`src/rtl/axi_wr_burst_sequencer_if.sv`:
```
// rtl/axi_wr_burst_sequencer_if.sv - AXI slave write-channel bundle (AW, W control, B)
//
// Purpose: groups the AW/W/B handshake and control signals seen by the
// write burst sequencer. W data and strobes go to the byte-lane aligner
// directly and are not part of this bundle.
// Ports (modport slave = sequencer side):
//   AW: s_awvalid/s_awready, s_awaddr, s_awlen, s_awsize, s_awburst, s_awid
//   W : s_wvalid/s_wready, s_wlast
//   B : s_bvalid/s_bready, s_bresp, s_bid
interface axi_wr_burst_sequencer_if #(
  parameter int ADDR_W = 32,
  parameter int LEN_W  = 8,
  parameter int ID_W   = 4
);
  logic              s_awvalid;
  logic              s_awready;
  logic [ADDR_W-1:0] s_awaddr;
  logic [LEN_W-1:0]  s_awlen;
  logic [2:0]        s_awsize;
  logic [1:0]        s_awburst;
  logic [ID_W-1:0]   s_awid;
  logic              s_wvalid;
  logic              s_wready;
  logic              s_wlast;
  logic              s_bvalid;
  logic              s_bready;
  logic [1:0]        s_bresp;
  logic [ID_W-1:0]   s_bid;

  modport master (
    output s_awvalid, s_awaddr, s_awlen, s_awsize, s_awburst, s_awid,
    output s_wvalid, s_wlast, s_bready,
    input  s_awready, s_wready, s_bvalid, s_bresp, s_bid
  );

  modport slave (
    input  s_awvalid, s_awaddr, s_awlen, s_awsize, s_awburst, s_awid,
    input  s_wvalid, s_wlast, s_bready,
    output s_awready, s_wready, s_bvalid, s_bresp, s_bid
  );
endinterface

```
`src/rtl/axi_wr_burst_sequencer.sv`:
```
// rtl/axi_wr_burst_sequencer.sv - AXI write burst sequencer driving a byte-lane aligner
//
// Purpose: accepts one AW burst at a time, steps through its W beats, steers
// the byte-lane aligner (offset/restart/accumulate), pushes each completed
// 32-bit word to the word sink in the same cycle as its last beat, then
// returns the B response.
// Ports:
//   clk, rst     clock, asynchronous active-high reset
//   s            AXI AW/W/B bundle (slave modport)
//   aln_addr     aligner byte offset of the current beat
//   aln_strt     aligner restart (first beat of a word)
//   aln_enable   aligner accumulate this beat
//   word_push    aligner output is a complete word this cycle
//   word_addr    word-aligned address of the pushed word
//   word_ready   sink can accept a word
module axi_wr_burst_sequencer #(
  parameter int ADDR_W = 32,
  parameter int LEN_W  = 8,
  parameter int ID_W   = 4
) (
  input  logic                     clk,
  input  logic                     rst,
  axi_wr_burst_sequencer_if.slave  s,
  output logic [1:0]               aln_addr,
  output logic                     aln_strt,
  output logic                     aln_enable,
  output logic                     word_push,
  output logic [ADDR_W-1:0]        word_addr,
  input  logic                     word_ready
);

  localparam logic [1:0] IDLE = 2'd0;
  localparam logic [1:0] DATA = 2'd1;
  localparam logic [1:0] RESP = 2'd2;

  localparam logic [1:0] BURST_FIXED = 2'b00;

  logic [1:0]        state;
  logic [ADDR_W-1:0] cur_addr;
  logic [LEN_W-1:0]  len;
  logic [2:0]        sz;
  logic [1:0]        bt;
  logic [ID_W-1:0]   id;
  logic [LEN_W-1:0]  beat_cnt;
  logic              strt_pend;  // next accepted beat starts a fresh word
  logic              err;

  logic              in_data;
  logic              last_beat;
  logic              beat;
  logic              active;
  logic [ADDR_W-1:0] bytes;
  logic [ADDR_W-1:0] next_addr;
  logic              word_cross;

  always_comb begin
    in_data   = (state == DATA);
    last_beat = (beat_cnt == len);
    bytes     = ADDR_W'(1) << sz;
    // INCR aligns down to the size boundary before stepping, so an unaligned
    // first beat only advances to the next boundary.
    if (bt == BURST_FIXED)
      next_addr = cur_addr;
    else
      next_addr = (cur_addr & ~(bytes - ADDR_W'(1))) + bytes;
    word_cross = (next_addr[ADDR_W-1:2] != cur_addr[ADDR_W-1:2]);
    // An errored burst drains W without waiting on the sink.
    beat       = s.s_wvalid & in_data & (word_ready | err);
    active     = beat & ~err;
    aln_enable = active;
    aln_strt   = active & strt_pend;
    word_push  = active & ((bt == BURST_FIXED) | last_beat | word_cross);
    aln_addr   = in_data ? cur_addr[1:0] : 2'b00;
    word_addr  = in_data ? {cur_addr[ADDR_W-1:2], 2'b00} : '0;
  end

  assign s.s_awready = (state == IDLE);
  assign s.s_wready  = in_data & (word_ready | err);
  assign s.s_bvalid  = (state == RESP);
  assign s.s_bresp   = ((state == RESP) && err) ? 2'b10 : 2'b00;
  assign s.s_bid     = (state == RESP) ? id : '0;

  always_ff @(posedge clk or posedge rst) begin
    if (rst) begin
      state     <= IDLE;
      cur_addr  <= '0;
      len       <= '0;
      sz        <= '0;
      bt        <= '0;
      id        <= '0;
      beat_cnt  <= '0;
      strt_pend <= 1'b0;
      err       <= 1'b0;
    end else begin
      case (state)
        IDLE: begin
          if (s.s_awvalid) begin
            cur_addr  <= s.s_awaddr;
            len       <= s.s_awlen;
            sz        <= s.s_awsize;
            bt        <= s.s_awburst;
            id        <= s.s_awid;
            beat_cnt  <= '0;
            strt_pend <= 1'b1;
            // Sizes above 32 bits and WRAP/reserved bursts are not supported.
            err       <= (s.s_awsize > 3'd2) | s.s_awburst[1];
            state     <= DATA;
          end
        end
        DATA: begin
          if (beat) begin
            cur_addr  <= next_addr;
            beat_cnt  <= beat_cnt + LEN_W'(1);
            strt_pend <= word_push;
            if (last_beat) begin
              state <= RESP;
              if (!s.s_wlast) err <= 1'b1;
            end else if (s.s_wlast) begin
              err <= 1'b1;
            end
          end
        end
        RESP: begin
          if (s.s_bready) state <= IDLE;
        end
        default: state <= IDLE;
      endcase
    end
  end

endmodule

```
`src/flat_wrapper.sv`:
```
// flat-port wrapper written by rule: the top's interface ports become plain ports
module axi_wr_burst_sequencer_flat 
#(
  parameter int ADDR_W = 32,
  parameter int LEN_W  = 8,
  parameter int ID_W   = 4
)
  (clk, rst, aln_addr, aln_strt, aln_enable, word_push, word_addr, word_ready, s_s_awvalid, s_s_awaddr, s_s_awlen, s_s_awsize, s_s_awburst, s_s_awid, s_s_wvalid, s_s_wlast, s_s_bready, s_s_awready, s_s_wready, s_s_bvalid, s_s_bresp, s_s_bid);
  axi_wr_burst_sequencer_if #(.ADDR_W(ADDR_W), .LEN_W(LEN_W), .ID_W(ID_W)) s_i ();
  input  logic clk;
  input  logic rst;
  output logic [1:0] aln_addr;
  output logic aln_strt;
  output logic aln_enable;
  output logic word_push;
  output logic [ADDR_W-1:0] word_addr;
  input  logic word_ready;
  input wire logic [$bits(s_i.s_awvalid)-1:0] s_s_awvalid;
  input wire logic [$bits(s_i.s_awaddr)-1:0] s_s_awaddr;
  input wire logic [$bits(s_i.s_awlen)-1:0] s_s_awlen;
  input wire logic [$bits(s_i.s_awsize)-1:0] s_s_awsize;
  input wire logic [$bits(s_i.s_awburst)-1:0] s_s_awburst;
  input wire logic [$bits(s_i.s_awid)-1:0] s_s_awid;
  input wire logic [$bits(s_i.s_wvalid)-1:0] s_s_wvalid;
  input wire logic [$bits(s_i.s_wlast)-1:0] s_s_wlast;
  input wire logic [$bits(s_i.s_bready)-1:0] s_s_bready;
  output wire logic [$bits(s_i.s_awready)-1:0] s_s_awready;
  output wire logic [$bits(s_i.s_wready)-1:0] s_s_wready;
  output wire logic [$bits(s_i.s_bvalid)-1:0] s_s_bvalid;
  output wire logic [$bits(s_i.s_bresp)-1:0] s_s_bresp;
  output wire logic [$bits(s_i.s_bid)-1:0] s_s_bid;
  assign s_i.s_awvalid = s_s_awvalid;
  assign s_i.s_awaddr = s_s_awaddr;
  assign s_i.s_awlen = s_s_awlen;
  assign s_i.s_awsize = s_s_awsize;
  assign s_i.s_awburst = s_s_awburst;
  assign s_i.s_awid = s_s_awid;
  assign s_i.s_wvalid = s_s_wvalid;
  assign s_i.s_wlast = s_s_wlast;
  assign s_i.s_bready = s_s_bready;
  assign s_s_awready = s_i.s_awready;
  assign s_s_wready = s_i.s_wready;
  assign s_s_bvalid = s_i.s_bvalid;
  assign s_s_bresp = s_i.s_bresp;
  assign s_s_bid = s_i.s_bid;
  axi_wr_burst_sequencer #(.ADDR_W(ADDR_W), .LEN_W(LEN_W), .ID_W(ID_W)) u_core (.clk(clk), .rst(rst), .s(s_i), .aln_addr(aln_addr), .aln_strt(aln_strt), .aln_enable(aln_enable), .word_push(word_push), .word_addr(word_addr), .word_ready(word_ready));
endmodule
```
`config.mk`:
```
export PLATFORM = sky130hd
export DESIGN_NAME = axi_wr_burst_sequencer_flat
export DESIGN_NICKNAME = d
export VERILOG_FILES = /design/src/rtl/axi_wr_burst_sequencer_if.sv /design/src/rtl/axi_wr_burst_sequencer.sv /design/src/flat_wrapper.sv
export SDC_FILE = /design/constraint.sdc
export NUM_CORES = 1
export LEC_CHECK = 0
export ABC_AREA = 0
export BUFFER_PORTS_ARGS = -buffer_cell sky130_fd_sc_hd__buf_2
export CAP_MARGIN = 20
export CORE_ASPECT_RATIO = 1.2
export CORE_UTILIZATION = 45
export DETAILED_ROUTE_END_ITERATION = 8
export PLACE_DENSITY = 0.69
export SETUP_SLACK_MARGIN = 0.2
export SLEW_MARGIN = 20
export SYNTH_ARGS = -nofsm -noshare
export SYNTH_HDL_FRONTEND = slang
export SYNTH_SLANG_ARGS = --single-unit
```
`constraint.sdc`:
```
create_clock -name clk -period 4.8 [get_ports clk]
set_input_delay 0.24 -clock clk [delete_from_list [all_inputs] [get_ports clk]]
set_output_delay 0.24 -clock clk [all_outputs]
set_load 0.1 [all_outputs]
```
## Word-level counts from Yosys, hierarchy flattened

Index checks and enable logic that the tools add are counted.

| storage, ports and cells | value |
|---|---|
| register bits after elaboration | 61 |
| input bits | 56 |
| output and inout bits | 46 |
| word-level logic and storage cells | 73 |

| operators by class | value |
|---|---|
| add/sub/neg operators | 3 |
| $lt $le $gt $ge | 1 |
| equality and inequality tests | 11 |
| shift operators | 1 |
| multiplexer cells | 25 |
| bitwise logic cells | 13 |
| reductions and logical operators | 9 |

Operator list:

| kind | number |
|---|---|
| two-way mux 32 bit | 4 |
| one-hot mux 32 bit (2 select lines) | 1 |
| adder 32 bit | 1 |
| bitwise AND 32 bit | 1 |
| NOT 32 bit | 1 |
| << shifter 1 x 3 -> 32 bit, first input constant | 1 |
| subtractor 32 x 1 -> 32 bit, second input constant | 1 |
| != test 30 bit | 1 |
| two-way mux 8 bit | 2 |
| one-hot mux 8 bit (2 select lines) | 1 |
| two-way mux 2 bit | 6 |
| != test 2 bit, second input constant | 5 |
| adder 8 x 1 -> 8 bit, second input constant | 1 |
| equality test 8 bit | 1 |
| AND reduction 4 bit | 2 |
| two-way mux 1 bit | 7 |
| bitwise AND 1 bit | 6 |
| != test 3 bit, second input constant | 2 |
| one-hot mux 2 bit (3 select lines) | 1 |
| AND reduction 5 bit | 1 |
| zero test 2 bit | 2 |
| two-way mux 4 bit | 1 |
| bitwise OR 1 bit | 4 |
| one-hot mux 1 bit (2 select lines) | 2 |
| other kinds (8) | 8 |

## Logic depth before layout (Yosys ltp)

Gate-level depths: netlist of run 1.

| logic depth | value |
|---|---|
| depth in word-level cells | 11 |
| depth in mapped cells | 14 |
| mapped depth without buffers | 12 |

## Worst setup path after synthesis of run 1

Ideal clock, no wire load.

| timing path | value |
|---|---|
| kind | reg2out |
| start point | register u_core.state[1] |
| end point | output aln_strt |
| arrival | 4845 ps |
| data required time | 4560 ps |
| path slack | -285 ps |
| cell stages (with the launch flop) | 8 |
| path buffers | 2 |
| path through | dfrtp_1 nand2b_1 clkbuf_1 nor2_1 nand2_1 clkbuf_1 nor2_1 and2_1 |

| on the way | value |
|---|---|
| cells in the longest elaborated chain, start to end | 5 |

RTL lines:

| what | line | RTL |
|---|---|---|
| start: declaration | axi_wr_burst_sequencer.sv:38 | `logic [1:0] state;` |
| start signal: assignment | axi_wr_burst_sequencer.sv:85 | `state <= IDLE;` |
| start signal: assignment | axi_wr_burst_sequencer.sv:107 | `state <= DATA;` |
| start signal: assignment | axi_wr_burst_sequencer.sv:116 | `state <= RESP;` |
| equality test 2 x 1 -> 1 bit | axi_wr_burst_sequencer.sv:57 | `in_data = (state == DATA);` |
| bitwise AND 1 bit (2 in series) | axi_wr_burst_sequencer.sv:68 | `beat = s.s_wvalid & in_data & (word_ready \| err);` |
| bitwise AND 1 bit | axi_wr_burst_sequencer.sv:69 | `active = beat & ~err;` |
| via aln_enable | flat_wrapper.sv:14 | `output logic aln_enable;` |
| bitwise AND 1 bit | axi_wr_burst_sequencer.sv:71 | `aln_strt = active & strt_pend;` |
| end: declaration | flat_wrapper.sv:13 | `output logic aln_strt;` |

The timed path passes the listed nets, and every way through them passes these cells.

## Worst setup path after layout of run 1

| timing path | value |
|---|---|
| start point | register u_core.sz[2] |
| end point | output word_push |

| on the way | value |
|---|---|
| cells in the longest elaborated chain, start to end | 9 |

RTL lines:

| what | line | RTL |
|---|---|---|
| start: declaration | axi_wr_burst_sequencer.sv:41 | `logic [2:0] sz;` |
| start signal: assignment | axi_wr_burst_sequencer.sv:100 | `sz <= s.s_awsize;` |
| << shifter 1 x 3 -> 32 bit * | axi_wr_burst_sequencer.sv:59 | `bytes = ADDR_W'(1) << sz;` |
| subtractor 32 x 1 -> 32 bit | axi_wr_burst_sequencer.sv:65 | `next_addr = (cur_addr & ~(bytes - ADDR_W'(1))) + bytes;` |
| NOT 32 bit | axi_wr_burst_sequencer.sv:65 |  |
| bitwise AND 32 bit | axi_wr_burst_sequencer.sv:65 |  |
| adder 32 bit * | axi_wr_burst_sequencer.sv:65 |  |
| two-way mux 32 bit * | axi_wr_burst_sequencer.sv:62 | `if (bt == BURST_FIXED)` |
| != test 30 bit * | axi_wr_burst_sequencer.sv:66 | `word_cross = (next_addr[ADDR_W-1:2] != cur_addr[ADDR_W-1:2]);` |
| bitwise OR 1 bit * | axi_wr_burst_sequencer.sv:72 | `word_push = active & ((bt == BURST_FIXED) \| last_beat \| word_cross);` |
| bitwise AND 1 bit * | axi_wr_burst_sequencer.sv:72 |  |
| end: declaration | flat_wrapper.sv:15 | `output logic word_push;` |

Mark *: on every way between the ends. The rest lies on a longest branch, timed or not. The select of a mux whose other input is x is not followed.

==> metrics.md, run 1 <==
| Metric | Value |
|---|---|
| Starting Density | `roughly 46%` |
| DP HPWL | `between 8 and 9 mm` |
| Synthesized area | `between 0.004 and 0.005 sq mm` |
| Post-synth top area share | `35.0%` |
| CP most frequent cell | `ha_1` |
| Tcrit/Tclk final | `90.8%` |
| DR iter-0 viols | `~190` |
| Final WL | `between 10 and 15 mm` |
| Cell Rows | `39` |
| Endpoints failing setup | `0` |
| Synth cell types | `between 70 and 80` |
| Crit Path Category | `reg2out` |
| Chip Height | `roughly 110 um` |
| N_diodes | `0` |
| Comb pwr share | `59.7%` |
| Hold_buf cts | `0` |
| Worst vdd ir | `0.493 mV` |
| Placed insts | `between 700 and 800` |
| Maximum fanout along the worst path | `23` |
| Final antenna-violating net count | `0` |
| Largest net degree at the start of global routing | `slightly above 60` |
| Global-route usage over all layers | `between 20% and 30%` |
| R2r endpoint | `u_core.strt_pend` |
| Chip width | `91.8 um` |
| Internal power | `about 1.9 mW` |
| Most frequently used flop master after synthesis | `dfrtp_1` |
| R2R Setup Slk | `~1.2 ns` |
| Nets@finish | `684` |
| Peak Freq | `roughly 230 MHz` |
| Clk_skew | `~0.0087 ns` |
| Net Sw Power | `approximately 2.5 mW` |
| Post-CTS setup buffers | `0` |
| Area leader, netlist | `dfrtp_1` |
| Hold Path Cell Cnt | `3` |
| Final hold vios | `0` |
| Synth warn | `0` |
| R2R depth | `9` |
| Area Overhead vs Synth | `20.7%` |
| Non-Filler Instances | `751` |
| H-tree depth | `3` |
| Critical Path RT | `roughly 4.6 ns` |
| DRC violations left | `0` |
| Global-route wire length before repair | `20.5 mm` |
| Crit start category | `register` |
| Fraction of registers with async set or reset after synthesis | `100%` |
| Post_cts resized | `0` |
| Drt wl/cell | `between 15 and 20 um` |
| Power, Total | `4.36 mW` |
| Syn_area_per_cell | `a little over 8 sq um` |
| Crit path launch | `u_core.sz[2]` |
| I/O pins | `slightly above 100` |
| Max Cap Violations | `0` |
| Vias post-DR | `4,413` |
| Number of global-route vias before repair | `roughly 4,200` |
| Most frequent cells in the layout | `98 x buf_2, 87 x nand2_1, 61 x dfrtp_1` |
| Worst slew pin tran | `1.02 ns` |
| Vias/cell | `slightly below 6` |
| Area contributors post-synth | `dfrtp_1 35%, nand2_1 7.5%, and2_1 4.6%, nor2_1 3.9%, a21oi_1 3.6%` |
| #FFs+latches synth | `61` |
| Die ar. | `between 0.01 and 0.015 sq mm` |
| Leak pwr | `2.43 nW` |
| CTS max path bufs | `2` |
| Root Buffer | `clkbuf_16` |
| Min-delay src | `s_s_awid[3]` |
| Placed cell area | `~0.0049 sq mm` |
| Core area | `approximately 0.0095 sq mm` |
| Post-route cell area | `0.00526 sq mm` |
| Pwr Density | `828 mW/mm^2` |
| Worst-path cell chain | `nand3_1 > ha_1 > and2_1 > ha_1 > o2111ai_2 > a211oi_1 > mux2_4 > a2111oi_2 > nor3_2 > buf_2` |
| Worst path max stage delay | `around 0.78 ns` |
| Most common cell after layout, fill and taps aside | `buf_2` |
| Post-synth EDFFs | `0` |
| Net switching fraction of the power | `approximately 57%` |
| Clock Sinks | `about 60` |
| Slew Limit Headroom | `a little under a third` |
| Class of the worst hold path | `in2reg` |
| CTS tree | `done` |
| Gate Count Post-Synth | `between 500 and 600` |
| Ratio of cells with drive above 1 in the final layout | `roughly a quarter` |
| Flop pwr share | `23.4%` |
| Reg clk slew, reported paths | `around 0.06 ns` |
| Clock Power Share | `between 10% and 20%` |
| Sum Neg Setup Slack | `0 ns` |
| RSZ-0062 raised after global routing | `false` |
| Initial antenna violation count | `0` |
| Critical R2R Launch | `u_core.sz[2]` |
| Pre-antenna DRT Iters | `5` |
| Port Buffers | `slightly below 100` |
| Worst setup EP type | `primary output` |
| Grt ovf | `0` |
| GP Congestion | `0.878` |
| CP max-delay cell | `dfrtp_1` |
| Status | `complete, no violations` |
| Slew Viols, Final | `0` |
| Critical path arrival | `between 4 and 5 ns` |
| Skew-Pair Late Insertion Delay | `about 0.33 ns` |
| Post-synthesis sequential area ratio | `35.0%` |
| Clock buffer count from CTS | `9` |
| Crit path to | `word_push` |
| Post-route minimum period | `roughly 4.4 ns` |
-- state kept, by name, indices dropped and copies added (netlist names) --
signal	cells
u_core.bt	2
u_core.state	2
u_core.sz	3
u_core.len	8
u_core.err	1
u_core.beat_cnt	8
u_core.cur_addr	32
u_core.strt_pend	1
u_core.id	4
-- worst max-delay path: cells and delay by family (launching register included) --
| kind | cells | cell delay (ns) |
|---|---|---|
| compound gates | 3 | 1.13 |
| fa+ha+maj | 2 | 0.77 |
| buf+inv | 1 | 0.30 |
| flops | 1 | 0.78 |
| mux | 1 | 0.35 |
| simple gates | 3 | 0.46 |
-- metrics by stage --
| stage | hold slack, ns | setup slack (ns) | utilization, % |
|---|---|---|---|
| floorplan | 0.345 | 0.260 | - |
| global placement | 0.433 | 0.946 | 52.0 |
| detailed placement | 0.440 | 0.856 | 52.0 |
| CTS | 0.0913 | 0.471 | 55.6 |
| global route | 0.0998 | 0.287 | 55.6 |
| finish | 0.0945 | 0.442 | 55.6 |
-- metal layers --
| metal | global-route usage, % | up-vias | wire [um] |
|---|---|---|---|
| li1 | - | 2089 | - |
| met1 | 32.8 | 2134 | 5480 |
| met2 | 43.9 | 162 | 6250 |
| met3 | 4.56 | 28 | 750 |
| met4 | 12.2 | 0 | 331 |
| met5 | 0 | - | 0 |
-- final cells by class --
class,count,area (sq um)
Clock buffer,11,253
Timing Repair Buffer,107,558
Tap cell,123,154
Multi-Input combinational cell,425,2620
Inverter,19,71.3
Fill cell,924,4200
Sequential cell,61,1530
Clock inverter,5,82.6
-- power groups by stage --
stage	Combinational, mW	Clock, mW	Sequential (mW)
global placement	2.56	0	1.01
detailed placement	2.59	0	1.02
finish	2.60	0.733	1.02
global route	2.79	0.762	1.05
CTS	2.60	0.741	1.01
floorplan	2.24	0	0.897
-- worst min-delay path by stage --
| stage | slack, ns | endpoint |
|---|---|---|
| after CTS | 0.09 | u_core.id[3] |
| after global placement | 0.43 | u_core.len[6] |
| final | 0.09 | u_core.id[3] |
| after floorplan | 0.35 | u_core.bt[0] |
| after global routing | 0.1 | u_core.id[2] |
| after detailed placement | 0.44 | u_core.len[1] |
-- synthesized netlist by cell type, drive strengths merged (5+ instances only) --
cell,instances
nand2,87
dfrtp,61
nor2,45
a21oi,33
and2,33
o21ai,32
clkbuf,28
nand3,20
inv,19
xor2,16
buf,9
nand4,9
nor3,9
nor4,9
a211oi,8
xnor2,8
a22oi,7
a31oi,7
or3,7
and3,6
o22ai,6
ha,5
nor3b,5
-- kinds of logic (layout without fill, tap and decap cells) --
kind of cell,after synthesis,count (layout),synth area share (%)
AO/OA/AOI/OAI,140,140,23.1
flip-flops,61,61,35.0
buffers and inverters,56,142,5.45
AND/OR/NAND/NOR,248,248,28.5
multiplexers,4,4,1.06
XOR/XNOR,25,25,5.34
adder cells (fa/ha/maj),5,5,1.44
other,1,3,0.0860
Power figures use the tool's default switching activity.
==> run 2, diff against run 1 <==
Settings changed: CAP_MARGIN 20 to unset, GPL_TIMING_DRIVEN set to 0.
==> metrics.md, run 2 (synthesis gave the netlist of run 1 again) <==
| Metric | Value |
|---|---|
| Status | `complete, no violations` |
| Drt wl/cell | `~18 um` |
| Top reg by flops | `u_core.cur_addr` |
| Worst slew pin tran | `0.733 ns` |
| Min-delay src | `s_s_awlen[3]` |
| Ratio of cells with drive above 1 in the final layout | `a little under a quarter` |
| Largest regs | `u_core.cur_addr: 32 flops, u_core.beat_cnt: 8 flops, u_core.len: 8 flops` |
| Slew Limit Headroom | `51.1%` |
| Tcrit/Tclk final | `90.3%` |
| DP HPWL | `a little over 10 mm` |
| Endpoints failing setup | `0` |
| Area of the multi-input gates | `~0.0026 sq mm` |
| Worst vdd ir | `0.591 mV` |
| Critical path arrival | `a little over 4 ns` |
| R2R Setup Slk | `roughly 1.2 ns` |
| CP max-delay cell | `dfrtp_1` |
| Final antenna-violating net count | `0` |
| Worst-path cell chain | `buf_4 > clkbuf_2 > nand3_1 > ha_1 > and2_1 > ha_1 > o2111ai_2 > a211oi_2 > mux2_4 > a2111oi_2 > nor3_2 > buf_2` |
| R2R depth | `11` |
| Critical R2R Launch | `u_core.sz[1]` |
| Post-CTS setup buffers | `0` |
| Vias/cell | `just under 6` |
| Port Buffers | `98` |
| Worst setup EP type | `primary output` |
| H-tree depth | `3` |
| Clk_skew | `around 0.0054 ns` |
| Hold Path Cell Cnt | `3` |
| Endpoint of the worst hold path | `u_core.len[3]` |
| Peak Freq | `~230 MHz` |
| Internal power | `about 1.8 mW` |
| Crit Path Category | `reg2out` |
| Root Buffer | `clkbuf_16` |
| Die ar. | `0.0101 sq mm` |
| I/O pins | `between 100 and 150` |
| DR iter-0 viols | `~380` |
| Most common cell after layout, fill and taps aside | `buf_2` |
| Initial antenna violation count | `0` |
| Clock Power Share | `15.2%` |
| N_diodes | `0` |
| CTS max path bufs | `2` |
| Comb pwr share | `62.6%` |
| Crit start category | `register` |
| Slew Viols, Final | `0` |
| Critical Path RT | `around 4.6 ns` |
| GP Congestion | `0.893` |
| Nets@finish | `slightly above 700` |
| CP most frequent cell | `ha_1` |
| Class of the worst hold path | `in2reg` |
| Chip Height | `110 um` |
| Crit path launch | `u_core.sz[1]` |
| R2r endpoint | `u_core.cur_addr[30]` |
| Largest net degree at the start of global routing | `56` |
| Clock buffer count from CTS | `9` |
| RSZ-0062 raised after global routing | `false` |
| Net Sw Power | `between 2 and 3 mW` |
| Most frequent cells in the layout | `99 x buf_2, 87 x nand2_1, 61 x dfrtp_1` |
| Pre-antenna DRT Iters | `5` |
| Maximum fanout along the worst path | `10` |
| Global-route wire length before repair | `around 22 mm` |
| Reg area | `between 0.0015 and 0.002 sq mm` |
| Post-route minimum period | `4.34 ns` |
| Chip width | `around 92 um` |
| Reg clk slew, reported paths | `roughly 0.06 ns` |
| Sum Neg Setup Slack | `0 ns` |
| Area Overhead vs Synth | `23.1%` |
| Clock Sinks | `61` |
| Filler Cells Inserted | `934` |
| CTS tree | `done` |
| DRC violations left | `0` |
| Grt ovf | `0` |
| Pwr Density | `around 820 mW/mm^2` |
| Max reg flops | `32` |
| Core area | `roughly 0.0095 sq mm` |
| Worst path max stage delay | `about 0.46 ns` |
| Max Cap Violations | `0` |
| Number of global-route vias before repair | `4,255` |
| Leak pwr | `about 2.5 nW` |
| Final hold vios | `0` |
| Final WL | `between 10 and 15 mm` |
| Skew-Pair Late Insertion Delay | `between 0.3 and 0.4 ns` |
| Starting Density | `a little under half` |
| Cell Rows | `39` |
| Vias post-DR | `approximately 4,500` |
| Power, Total | `4.38 mW` |
| Flop pwr share | `roughly 22%` |
| Global-route usage over all layers | `between 20 and 30%` |
| Net switching fraction of the power | `roughly 60%` |
==> run 2: how the worst max path moves through the flow <==
stage / to / slack, ns / cells past startpoint
floorplan: aln_strt / 0.26 / 7
CTS: word_push / 0.21 / 12
detailed placement: word_push / 0.58 / 12
global placement: word_push / 0.62 / 12
global route: word_push / 0.25 / 12
finish: word_push / 0.46 / 12
==> run 2: final cells by class <==
class	count	share of cell area [%]
multi-input cells	425	48.7
flip-flops and latches	61	28.4
plain buffers	37	3.17
well taps	123	2.87
clock buffers	10	4.45
clock inverters	5	1.14
repair buffers	100	9.84
inverters	19	1.38
==> run 2: per-layer routing <==
metal	track usage [%]	up-vias	routed length, um
met2	47.7	184	6670
met4	12.5	0	391
met5	0	-	0
met1	37.0	2155	6080
met3	4.43	29	760
li1	-	2148	-
==> run 2: critical path: cells and delay by family, from the launching register on <==
family	cells	cell delay [ns]
AO/OA/AOI/OAI	3	1.02
buffers and inverters	3	0.79
adder cells (fa/ha/maj)	2	0.73
multiplexers	1	0.35
AND/OR/NAND/NOR	3	0.39
flip-flops	1	0.46
==> run 2: timing repair <==
action,4_1_cts,5_1_grt
setup endpoints to repair,0,1
endpoints found under the hold margin,6,0
hold buffers,1,0
gates resized for setup,0,7
==> run 2: power groups by stage <==
stage	Clock, mW	Combinational, mW	Sequential, mW
2_1_floorplan	0	2.24	0.897
3_3_place_gp	0	2.68	0.962
3_5_place_dp	0	2.71	0.972
4_1_cts	0.670	2.72	0.967
5_1_grt	0.691	2.92	1.01
6_report	0.664	2.74	0.976
==> run 2: per-stage QoR <==
stage          setup WS, ns  instance area [sq um]  hold WS (ns)  instances  util, %
2_1_floorplan         0.260                   4370         0.345        542        -
3_3_place_gp          0.620                   5020         0.432        763     53.0
3_5_place_dp          0.579                   5050         0.141        764     53.3
4_1_cts               0.205                   5360        0.0799        780     56.6
5_1_grt               0.249                   5370        0.0951        780     56.7
6_report              0.465                   5370        0.0823        780     56.7
